===== src/rtl/game_pkg.sv =====
// Shared definitions for the game's on-screen blocks: screen geometry,
// bus widths and the render FSM encoding used by score_display.
package game_pkg;

  localparam int SCREEN_W = 160;
  localparam int SCREEN_H = 120;
  localparam int COLOR_W  = 3;
  localparam int X_W      = 8;
  localparam int Y_W      = 7;
  localparam int GLYPH_W  = 15;

  typedef enum logic [1:0] {
    IDLE = 2'd0,
    DRAW = 2'd1,
    DONE = 2'd2
  } draw_state_t;

endpackage


===== src/rtl/digit_glyph_rom.sv =====
// 3x5 digit font. Bit index is row*3+col, col 0 being the leftmost pixel,
// so each row triple reads right-to-left in the hex constants below.
module digit_glyph_rom
  import game_pkg::*;
(
  input  logic [3:0]         i_digit,
  output logic [GLYPH_W-1:0] o_glyph
);

  always_comb begin
    o_glyph = '0;
    case (i_digit)
      4'd0:    o_glyph = 15'h7B6F;
      4'd1:    o_glyph = 15'h2492;
      4'd2:    o_glyph = 15'h73E7;
      4'd3:    o_glyph = 15'h79E7;
      4'd4:    o_glyph = 15'h49ED;
      4'd5:    o_glyph = 15'h79CF;
      4'd6:    o_glyph = 15'h7BCF;
      4'd7:    o_glyph = 15'h4927;
      4'd8:    o_glyph = 15'h7BEF;
      4'd9:    o_glyph = 15'h79EF;
      default: o_glyph = '0;
    endcase
  end

endmodule


===== src/rtl/score_display.sv =====
// BCD catch-score counter plus a one-pixel-per-cycle renderer that paints the
// score as 3x5 glyphs into a fixed box of the frame for vga_select.
module score_display
  import game_pkg::*;
#(
  parameter int                  X0       = 2,
  parameter int                  Y0       = 2,
  parameter int                  DIGITS   = 3,
  parameter logic [COLOR_W-1:0]  FG_COLOR = 3'b111,
  parameter logic [COLOR_W-1:0]  BG_COLOR = 3'b000
)
(
  input  logic                  clock,
  input  logic                  reset,
  input  logic                  clear,
  input  logic                  hit,
  input  logic                  draw,
  output logic [X_W-1:0]        x,
  output logic [Y_W-1:0]        y,
  output logic [COLOR_W-1:0]    color,
  output logic                  finish_drawing,
  output logic                  busy,
  output logic [4*DIGITS-1:0]   score_bcd,
  output logic [1:0]            state_dbg
);

  localparam int             SCORE_W  = 4 * DIGITS;
  localparam int             COLS     = 4 * DIGITS;
  localparam int             COL_W    = $clog2(COLS);
  localparam logic [COL_W-1:0] LAST_COL = COL_W'(COLS - 1);
  localparam logic [2:0]     LAST_ROW = 3'd4;

  draw_state_t        r_state;
  draw_state_t        w_state_next;
  logic [2:0]         r_row;
  logic [2:0]         w_row_next;
  logic [COL_W-1:0]   r_col;
  logic [COL_W-1:0]   w_col_next;
  logic               w_load_pix;
  logic               w_finish_next;
  logic               w_accept;

  logic [SCORE_W-1:0] r_score;
  logic [SCORE_W-1:0] w_score_inc;
  logic [SCORE_W-1:0] w_score_next;
  logic               w_all_nines;
  logic [SCORE_W-1:0] r_shown;
  logic [SCORE_W-1:0] w_pix_bcd;

  logic [COL_W-1:0]   w_digit_idx;
  logic [1:0]         w_glyph_col;
  logic [3:0]         w_digit;
  logic [3:0]         w_bit_idx;
  logic [GLYPH_W-1:0] w_glyph;
  logic [COLOR_W-1:0] w_pix_color;

  // Ripple-carry BCD increment, least significant digit first.
  always_comb begin : bcd_inc
    logic carry;
    carry       = 1'b1;
    w_all_nines = 1'b1;
    w_score_inc = r_score;
    for (int i = 0; i < DIGITS; i++) begin
      if (r_score[4*i +: 4] != 4'd9) w_all_nines = 1'b0;
      if (carry) begin
        if (r_score[4*i +: 4] == 4'd9) begin
          w_score_inc[4*i +: 4] = 4'd0;
        end else begin
          w_score_inc[4*i +: 4] = r_score[4*i +: 4] + 4'd1;
          carry                 = 1'b0;
        end
      end
    end
  end

  always_comb begin
    w_score_next = r_score;
    if (clear)                   w_score_next = '0;
    else if (hit && !w_all_nines) w_score_next = w_score_inc;
  end

  // Handshake: a pass is accepted on the edge where draw=1 in IDLE; finish_drawing
  // pulses for one cycle after the last pixel, and draw must drop before another pass.
  always_comb begin
    w_state_next  = r_state;
    w_row_next    = r_row;
    w_col_next    = r_col;
    w_load_pix    = 1'b0;
    w_finish_next = 1'b0;
    case (r_state)
      IDLE: begin
        if (draw) begin
          w_state_next = DRAW;
          w_row_next   = 3'd0;
          w_col_next   = '0;
          w_load_pix   = 1'b1;
        end
      end
      DRAW: begin
        if (r_col == LAST_COL && r_row == LAST_ROW) begin
          w_state_next  = DONE;
          w_finish_next = 1'b1;
        end else begin
          w_load_pix = 1'b1;
          if (r_col == LAST_COL) begin
            w_col_next = '0;
            w_row_next = r_row + 3'd1;
          end else begin
            w_col_next = r_col + 1'b1;
          end
        end
      end
      DONE: begin
        if (!draw) w_state_next = IDLE;
      end
      default: w_state_next = IDLE;
    endcase
  end

  assign w_accept = (r_state == IDLE) && draw;

  // Pixel 0 is rendered from the score being snapshotted on the same edge.
  assign w_pix_bcd   = (r_state == IDLE) ? w_score_next : r_shown;
  assign w_digit_idx = w_col_next >> 2;
  assign w_glyph_col = w_col_next[1:0];
  assign w_bit_idx   = {1'b0, w_row_next} * 4'd3 + {2'b00, w_glyph_col};

  always_comb begin
    w_digit = 4'd0;
    for (int i = 0; i < DIGITS; i++) begin
      if (w_digit_idx == COL_W'(i)) w_digit = w_pix_bcd[4*(DIGITS-1-i) +: 4];
    end
  end

  digit_glyph_rom u_rom (
    .i_digit (w_digit),
    .o_glyph (w_glyph)
  );

  always_comb begin
    w_pix_color = BG_COLOR;
    if (w_glyph_col != 2'd3 && w_glyph[w_bit_idx]) w_pix_color = FG_COLOR;
  end

  always_ff @(posedge clock or posedge reset) begin
    if (reset) r_state <= IDLE;
    else       r_state <= w_state_next;
  end

  always_ff @(posedge clock or posedge reset) begin
    if (reset) begin
      r_score        <= '0;
      r_shown        <= '0;
      r_row          <= 3'd0;
      r_col          <= '0;
      x              <= X_W'(X0);
      y              <= Y_W'(Y0);
      color          <= BG_COLOR;
      finish_drawing <= 1'b0;
    end else begin
      r_score        <= w_score_next;
      r_row          <= w_row_next;
      r_col          <= w_col_next;
      finish_drawing <= w_finish_next;
      if (w_accept) r_shown <= w_score_next;
      if (w_load_pix) begin
        x     <= X_W'(X0) + X_W'(w_col_next);
        y     <= Y_W'(Y0) + Y_W'(w_row_next);
        color <= w_pix_color;
      end
    end
  end

  assign busy      = (r_state == DRAW);
  assign score_bcd = r_score;
  assign state_dbg = r_state;

endmodule


===== config.mk =====
export PLATFORM = sky130hd
export DESIGN_NAME = score_display
export DESIGN_NICKNAME = d
export VERILOG_FILES = /design/src/rtl/game_pkg.sv /design/src/rtl/digit_glyph_rom.sv /design/src/rtl/score_display.sv
export SDC_FILE = /design/constraint.sdc
export NUM_CORES = 1
export LEC_CHECK = 0
export BUFFER_PORTS_ARGS = -buffer_cell sky130_fd_sc_hd__buf_2
export CAP_MARGIN = 20
export CORE_MARGIN = 2
export CORE_UTILIZATION = 52
export DETAILED_ROUTE_END_ITERATION = 16
export PLACE_DENSITY_LB_ADDON = 0.3
export SLEW_MARGIN = 20
export SYNTH_ARGS = -nofsm -noshare
export SYNTH_HDL_FRONTEND = slang
export SYNTH_HIERARCHICAL = 1
export SYNTH_SLANG_ARGS = --single-unit
export TNS_END_PERCENT = 30

===== constraint.sdc =====
create_clock -name clock -period 4 [get_ports clock]
set_input_delay 0.8 -clock clock [delete_from_list [all_inputs] [get_ports clock]]
set_output_delay 0.8 -clock clock [all_outputs]
set_load 0.01 [all_outputs]

# Yosys cells after proc, flatten, opt, wreduce, memory -nomap -nowiden
# Memories as Yosys holds them, arrays and structs flattened.
# Cells that the tools add are included.
[classes] addsub=8 n_mul=1 n_lt_le_gt_ge=1 eq_ne=16 muxes=37 n_reduce_logical=8
[ops] cell="4-bit 2-to-1 mux" count=11
[ops] cell="12-bit 2-to-1 mux" count=3
[ops] cell="4-bit by 1-bit adder with 4-bit output (second input constant)" count=4
[ops] cell="4-bit == test (second input constant)" count=4
[ops] cell="3-bit 2-to-1 mux" count=4
[ops] cell="4-bit != test (second input constant)" count=3
[ops] cell="1-bit 2-to-1 mux" count=11
[ops] cell="4-bit one-hot mux with 2 select lines" count=1
[ops] cell="2-bit 2-to-1 mux" count=3
[ops] cell="2-bit != test (second input constant)" count=3
[ops] cell="2-bit one-hot mux with 3 select lines" count=1
[ops] cell="3-bit one-hot mux with 2 select lines" count=1
[ops] cell="2-bit by 4-bit adder with 5-bit output (first input constant)" count=1
[ops] cell="4-bit by 5-bit < comparator with 1-bit output (second input constant)" count=1
[ops] cell="2-bit by 3-bit adder with 4-bit output (first input constant)" count=1
[ops] cell="4-bit by 2-bit adder with 4-bit output" count=1
[ops] cell="1-bit binary-select mux with 4-bit select" count=1
[ops] cell="2-bit by 1-bit == test with 1-bit output (second input constant)" count=2
[ops] cell="2-bit == test (second input constant)" count=2
[ops] cell="1-bit logical AND" count=4
[ops] cell="4-bit zero test" count=1
[ops] cell="3-bit by 2-bit multiplier with 4-bit output (second input constant)" count=1
[ops] cell="3-bit by 1-bit adder with 3-bit output (second input constant)" count=1
[ops] cell="3-bit == test (second input constant)" count=1
[ops] cell="5 further kinds" count=5
[word_totals] regBits=52 mem_bits_ro=240 in_bits=5 out_inout_bits=34 elab_cells=81 mem_count=1
[mem_list] name="(no name shown)" words=16 word_bits=15 read_ports=1 rd_ports_with_merged_regs=0 wr=0 line_no="digit_glyph_rom.sv:12" rtl="case (i_digit)"

# Logic depth before layout (Yosys ltp)
# An unclocked memory read counts as a cell.
[logic_depth] ltp_word=17 depth_mapped=18 mapped_depth_nobuf=17

# By module
# Netlist, hierarchy kept.
[by_module_without_submodules] module="score_display" instances=1 cells_per_inst=276 area_per_inst_um2=2605.0 seq_area_each_um2=1103.6
[by_module_without_submodules] module="digit_glyph_rom" instances=1 cells_per_inst=36 area_per_inst_um2=244.0 seq_area_each_um2=0.0

# Least setup slack after synthesis
# No wires, ideal clock.
[synth_path] kind="input -> register" startpoint="in draw" endpoint="reg color[1]" setup_ns=0.124 arrival_ns=3.793 required_time_ns=3.876 slack_ns=0.083 path_stages=14 n_path_buf=1 path_cell_list="o21bai_1 > a31o_2 > a22o_1 > buf_2 > a21boi_0 > a211oi_1 > inv_1 > ha_1 > a21oi_1 > o22ai_1 > mux4_2 > mux2_2 > o21a_1 > o31a_1"
[synth_between] elab_chain_cells=11 elab_cells_between_ends=20 classes_between="add/sub (1); mul (1); eq/ne (3); mux (12); reduce/logical (2); memory (1)"
[synth_rtl] item="start: declaration" line_no="score_display.sv:17" rtl="input logic draw,"
[synth_rtl] item="4-bit 2-to-1 mux (*)" line_no="score_display.sv:92" rtl="if (draw) begin"
[synth_rtl] item="4-bit one-hot mux with 2 select lines (*)" line_no="score_display.sv:90" rtl="case (r_state)"
[synth_rtl] item="net w_col_next[3]" line_no="score_display.sv:38" rtl="logic [COL_W-1:0] w_col_next;"
[synth_rtl] item="4-bit zero test" line_no="score_display.sv:131" rtl="if (w_digit_idx == COL_W'(i)) w_digit = w_pix_bcd[4*(DIGITS-1-i) +: 4];"
[synth_rtl] item="4-bit 2-to-1 mux (2 in series)" line_no="score_display.sv:131"
[synth_rtl] item="4-bit 2-to-1 mux (*)" line_no="score_display.sv:131"
[synth_rtl] item="net w_digit[1]" line_no="score_display.sv:52" rtl="logic [3:0] w_digit;"
[synth_rtl] item="memory read 16 x 15 bit (*)"
[synth_rtl] item="net w_glyph[3]" line_no="score_display.sv:54" rtl="logic [GLYPH_W-1:0] w_glyph;"
[synth_rtl] item="1-bit binary-select mux with 4-bit select (*)" line_no="score_display.sv:142" rtl="if (w_glyph_col != 2'd3 && w_glyph[w_bit_idx]) w_pix_color = FG_COLOR;"
[synth_rtl] item="1-bit 2-to-1 mux (implied by the code) (*)" line_no="score_display.sv:142"
[synth_rtl] item="1-bit logical AND (*)" line_no="score_display.sv:142"
[synth_rtl] item="3-bit 2-to-1 mux (*)" line_no="score_display.sv:142"
[synth_rtl] item="end signal: assignment" line_no="score_display.sv:169" rtl="color <= w_pix_color;"
[synth_rtl] item="end: declaration" line_no="score_display.sv:20" rtl="output logic [COLOR_W-1:0] color,"
# The timed path passes the listed nets; every way through them passes the cells marked *. The select of a mux whose other input is x is not followed.
# A chain may end at the register's enable or synchronous reset.

# Worst setup path in the final report
[layout_path] startpoint="reg r_row[0]" endpoint="reg color[1]"
[layout_between] elab_cells_between_ends=25 classes_between="add/sub (2); mul (1); eq/ne (4); mux (14); reduce/logical (3); memory (1)"
[layout_rtl] item="start: declaration" line_no="score_display.sv:35" rtl="logic [2:0] r_row;"
[layout_rtl] item="start signal: assignment" line_no="score_display.sv:162" rtl="r_row <= w_row_next;"
[layout_rtl] item="3-bit by 1-bit adder with 3-bit output or 3-bit == test (tied branches)" line_no="score_display.sv:107, score_display.sv:100"
[layout_rtl] item="3-bit 2-to-1 mux or 1-bit logical AND (tied branches)" line_no="score_display.sv:105, score_display.sv:100"
[layout_rtl] item="3-bit 2-to-1 mux (*)" line_no="score_display.sv:100" rtl="if (r_col == LAST_COL && r_row == LAST_ROW) begin"
[layout_rtl] item="3-bit one-hot mux with 2 select lines (*)" line_no="score_display.sv:90"
[layout_rtl] item="net w_row_next[1]" line_no="score_display.sv:36" rtl="logic [2:0] w_row_next;"
[layout_rtl] item="3-bit by 2-bit multiplier with 4-bit output (*)" line_no="score_display.sv:126" rtl="assign w_bit_idx = {1'b0, w_row_next} * 4'd3 + {2'b00, w_glyph_col};"
[layout_rtl] item="4-bit by 2-bit adder with 4-bit output (*)" line_no="score_display.sv:126"
[layout_rtl] item="1-bit binary-select mux with 4-bit select (*)" line_no="score_display.sv:142"
[layout_rtl] item="1-bit 2-to-1 mux (implied by the code) (*)" line_no="score_display.sv:142"
[layout_rtl] item="1-bit logical AND (*)" line_no="score_display.sv:142"
[layout_rtl] item="3-bit 2-to-1 mux (*)" line_no="score_display.sv:142"
# Marked as above.

==> out/metrics.csv <==
stage;metric;value;unit
global_routing;grt_pass1_vias;2360;
die;design.die.area;0.00609;mm2
finish;final_cell_mix;dfrtp_1, nand2_1, buf_2;
finish;final_common_cell;dfrtp_1;
routing;wl_per_cell;15.0;um
clock_tree;cts-buffers-inserted;5;
global_routing;grt_use_total;22.8;%
worst_setup_path;start_kind;flip-flop;
sta;tightest_slew;0.547;ns
global_routing;gr-total-overflow;0;
routing;maxUsedRoutingLayer;met4;
die;core_area;0.00520;mm2
status;outcome;completed;
global_routing;grt_first_pass_wirelength;11200;um
synth;ys_seq_area_share;38.7;%
sta;min_period;3.78;ns
sta;finalSetupTns;0;ns
sta;slew_headroom;63.5;%
synth;synthArstFlopShare;100;%
synth;synthFlopType;dfrtp_1;
die;placementRows;26;
placement;portBuffers;32;
finish;antenna_cells;0;
run;maxCapViolCount;0;
synth;yosysTopAreaCell;dfrtp_1;
pwr;ir_worst_vdd;0.179;mV
sta;finClkSkew;0.00662;ns
sta;timing.final.crit_share;94.4;%
sta;hold_viol_final;0;
placement;placedCellCount;426;
sta;grt_setup_unrepaired;false;
routing;postRouteAntennaNets;0;
placement;hpwl;4850;um
synth;synth_seq_cells;44;
routing;drtIter0Drc;256;
clock_tree;hold_buffers;0;
synth;synth_area_leaders;dfrtp_1, ha_1, nand2_1, nor2_1, buf_4;
routing;routed_wl;6490;um
finish;fillers;459;
routing;wl_met3;360;um
clock_tree;htreeDepth;2;
worst_setup_path;crit_fanout;5;
worst_setup_path;crit_type;flip-flop to flip-flop;
placement;place_area;0.00320;mm2
sta;max_freq;0.265;GHz
finish;fin_area;0.00331;mm2
routing;vias_per_cell;5.69;
routing;met2_length;3110;um
routing;dr_total_vias;2470;
worst_setup_path;worstPathRequired;4.19;ns
synth;synth.cell_area;0.00285;mm2
die;dieHeight;78.0;um
worst_setup_path;worstSetupEndpointType;flip-flop;
worst_setup_path;path_buf_inv;2;
finish;layout.cells.non_filler;434;
clock_tree;cts_tree;yes;
worst_setup_path;critPathArrivalTime;3.96;ns
synth;synth_top_area_share;36.9;%
routing;wl_met1;2930;um
clock_tree;clock-sinks;44;
synth;yosys_warnings;6;
worst_setup_path;slowest_stage;fa_1;
synth;syn_area_per_cell;9.13;um2
routing;drc;0;
finish;drive_gt1_share;25.3;%
worst_setup_path;crit_chain;inv_1 -> ha_1 -> and2_1 -> or3_1 -> a32o_2 -> xor2_1 -> ha_1 -> ha_1 -> inv_1 -> fa_1 -> mux4_2 -> mux2_2 -> o21a_1 -> o31a_1;
die;num_io_pins;39;
clock_tree;cts_buffer_depth;2;
finish;area_growth;16.3;%
worst_setup_path;crit_family;adder cells;
die;die_x;78.0;um
finish;nets;384;
routing;dr.pass1.iters;5;
clock_tree;clock-root-buffer;clkbuf_8;
sta;slew_violations;0;
sta;setup_viol;0;
synth;ys_types;66;
synth;synthCells;312;
clock_tree;clkTransAtPathRegs;0.09;ns
pwr;leakage;0.00157;uW
worst_setup_path;crit_path_frequent_cell;ha_1;
global_routing;antenna_found_initial;0;
worst_hold_path;hold_class;flip-flop to flip-flop;
clock_tree;clkLatencyLatePin;0.30;ns
worst_setup_path;max_stage_delay;0.62;ns
global_routing;grt_max_degree;45;
pwr;p_per_area;248;mW/mm2
placement;globalplace.congestion;0.865;
die;start_util;54.7;%
synth;synth_edf_count;0;
path summary, 6_finish.rpt:
path / end / depth (start not counted) / slack (ns) / from
setup / recovery: color[1] / 14 / 0.22 / r_row[0]
setup reg to reg: color[1] / 14 / 0.22 / r_row[0]
min in group asynchronous: finish_drawing / 3 / 0.62 / reset
max in group asynchronous: y[1] / 3 / 3.00 / reset
hold reg to reg: x[2] / 2 / 0.47 / x[2]
hold / removal: x[2] / 2 / 0.47 / x[2]
through the flow:
stage	setup slack, ns	power [uW]	utilization [%]	hold WS, ns
finish	0.222	823	63.7	0.466
global placement	0.108	491	61.5	0.447
detailed placement	0.0336	492	61.5	0.451
global route	0.0202	852	63.7	0.506
CTS	0.215	830	63.5	0.471
floorplan	0.0835	479	-	0.448
Yosys cell counts (all sizes together), types with 3 or more instances:
library cell,number
a21o,3
a21oi,9
a31oi,4
a32o,4
and2,4
and3,4
buf,17
clkbuf,6
dfrtp,42
ha,15
inv,19
mux2,5
mux2i,6
mux4,3
nand2,38
nand2b,6
nand3,6
nor2,29
nor2b,6
nor3,6
o211ai,3
o21a,3
o21ai,18
o22ai,4
o31ai,8
or3,3
xnor2,4
xor2,4
worst reg2reg max path, stage by stage, from the launching register on:
cell and delay (ns):
dfrtp_1 0.40, inv_1 0.06, ha_1 0.21, and2_1 0.19
or3_1 0.35, a32o_2 0.28, xor2_1 0.15, ha_1 0.29
ha_1 0.14, inv_1 0.05, fa_1 0.62, mux4_2 0.33
mux2_2 0.28, o21a_1 0.10, o31a_1 0.22
layout make-up:
cell class | count | area [um2] | area share (%)
Multi-Input combinational cell | 230 | 1550 | 46.9
Clock buffer | 6 | 72.6 | 2.19
Clock inverter | 2 | 35.0 | 1.06
Sequential cell | 44 | 1100 | 33.3
Inverter | 20 | 75.1 | 2.27
Timing Repair Buffer | 62 | 385 | 11.6
Tap cell | 70 | 87.6 | 2.64
what timing repair did:
action	CTS	global route
buffers inserted	0	0
endpoints found under the setup margin	0	1
gates resized for setup	0	1
state kept, by name (all words and copies together) (netlist names):
| register | count |
|---|---|
| finish_drawing | 1 |
| state_dbg | 2 |
| color | 1 |
| r_col | 4 |
| score_bcd | 12 |
| r_shown | 12 |
| x | 5 |
| y | 4 |
| r_row | 3 |
where the power goes:
part / leakage, uW / switching [uW] / internal, uW
sequential: 0.000567 / 2.64 / 446
combinational: 0.000949 / 23.9 / 10.4
clock: 0.0000552 / 155 / 186
total: 0.00157 / 181 / 642
routing by layer:
metal | vias up | global-route usage (%)
met5 | - | 0
met4 | 0 | 6.84
met3 | 9 | 4.02
met2 | 78 | 35.5
met1 | 1196 | 32.9
li1 | 1187 | -
cells by family (layout without fill, tap and decap cells):
logic type      after synthesis  in the layout  synth area share, %
fa+ha+maj                    16             16                 7.29
buf+inv                      43             90                 7.60
compound gates               70             70                 16.8
xor+xnor                      8              8                 2.46
mux                          14             14                 6.46
simple gates                116            116                 20.6
other cells                   1              6                0.132
flops                        44             44                 38.7
Note: power is estimated with default switching activity, not from simulation.
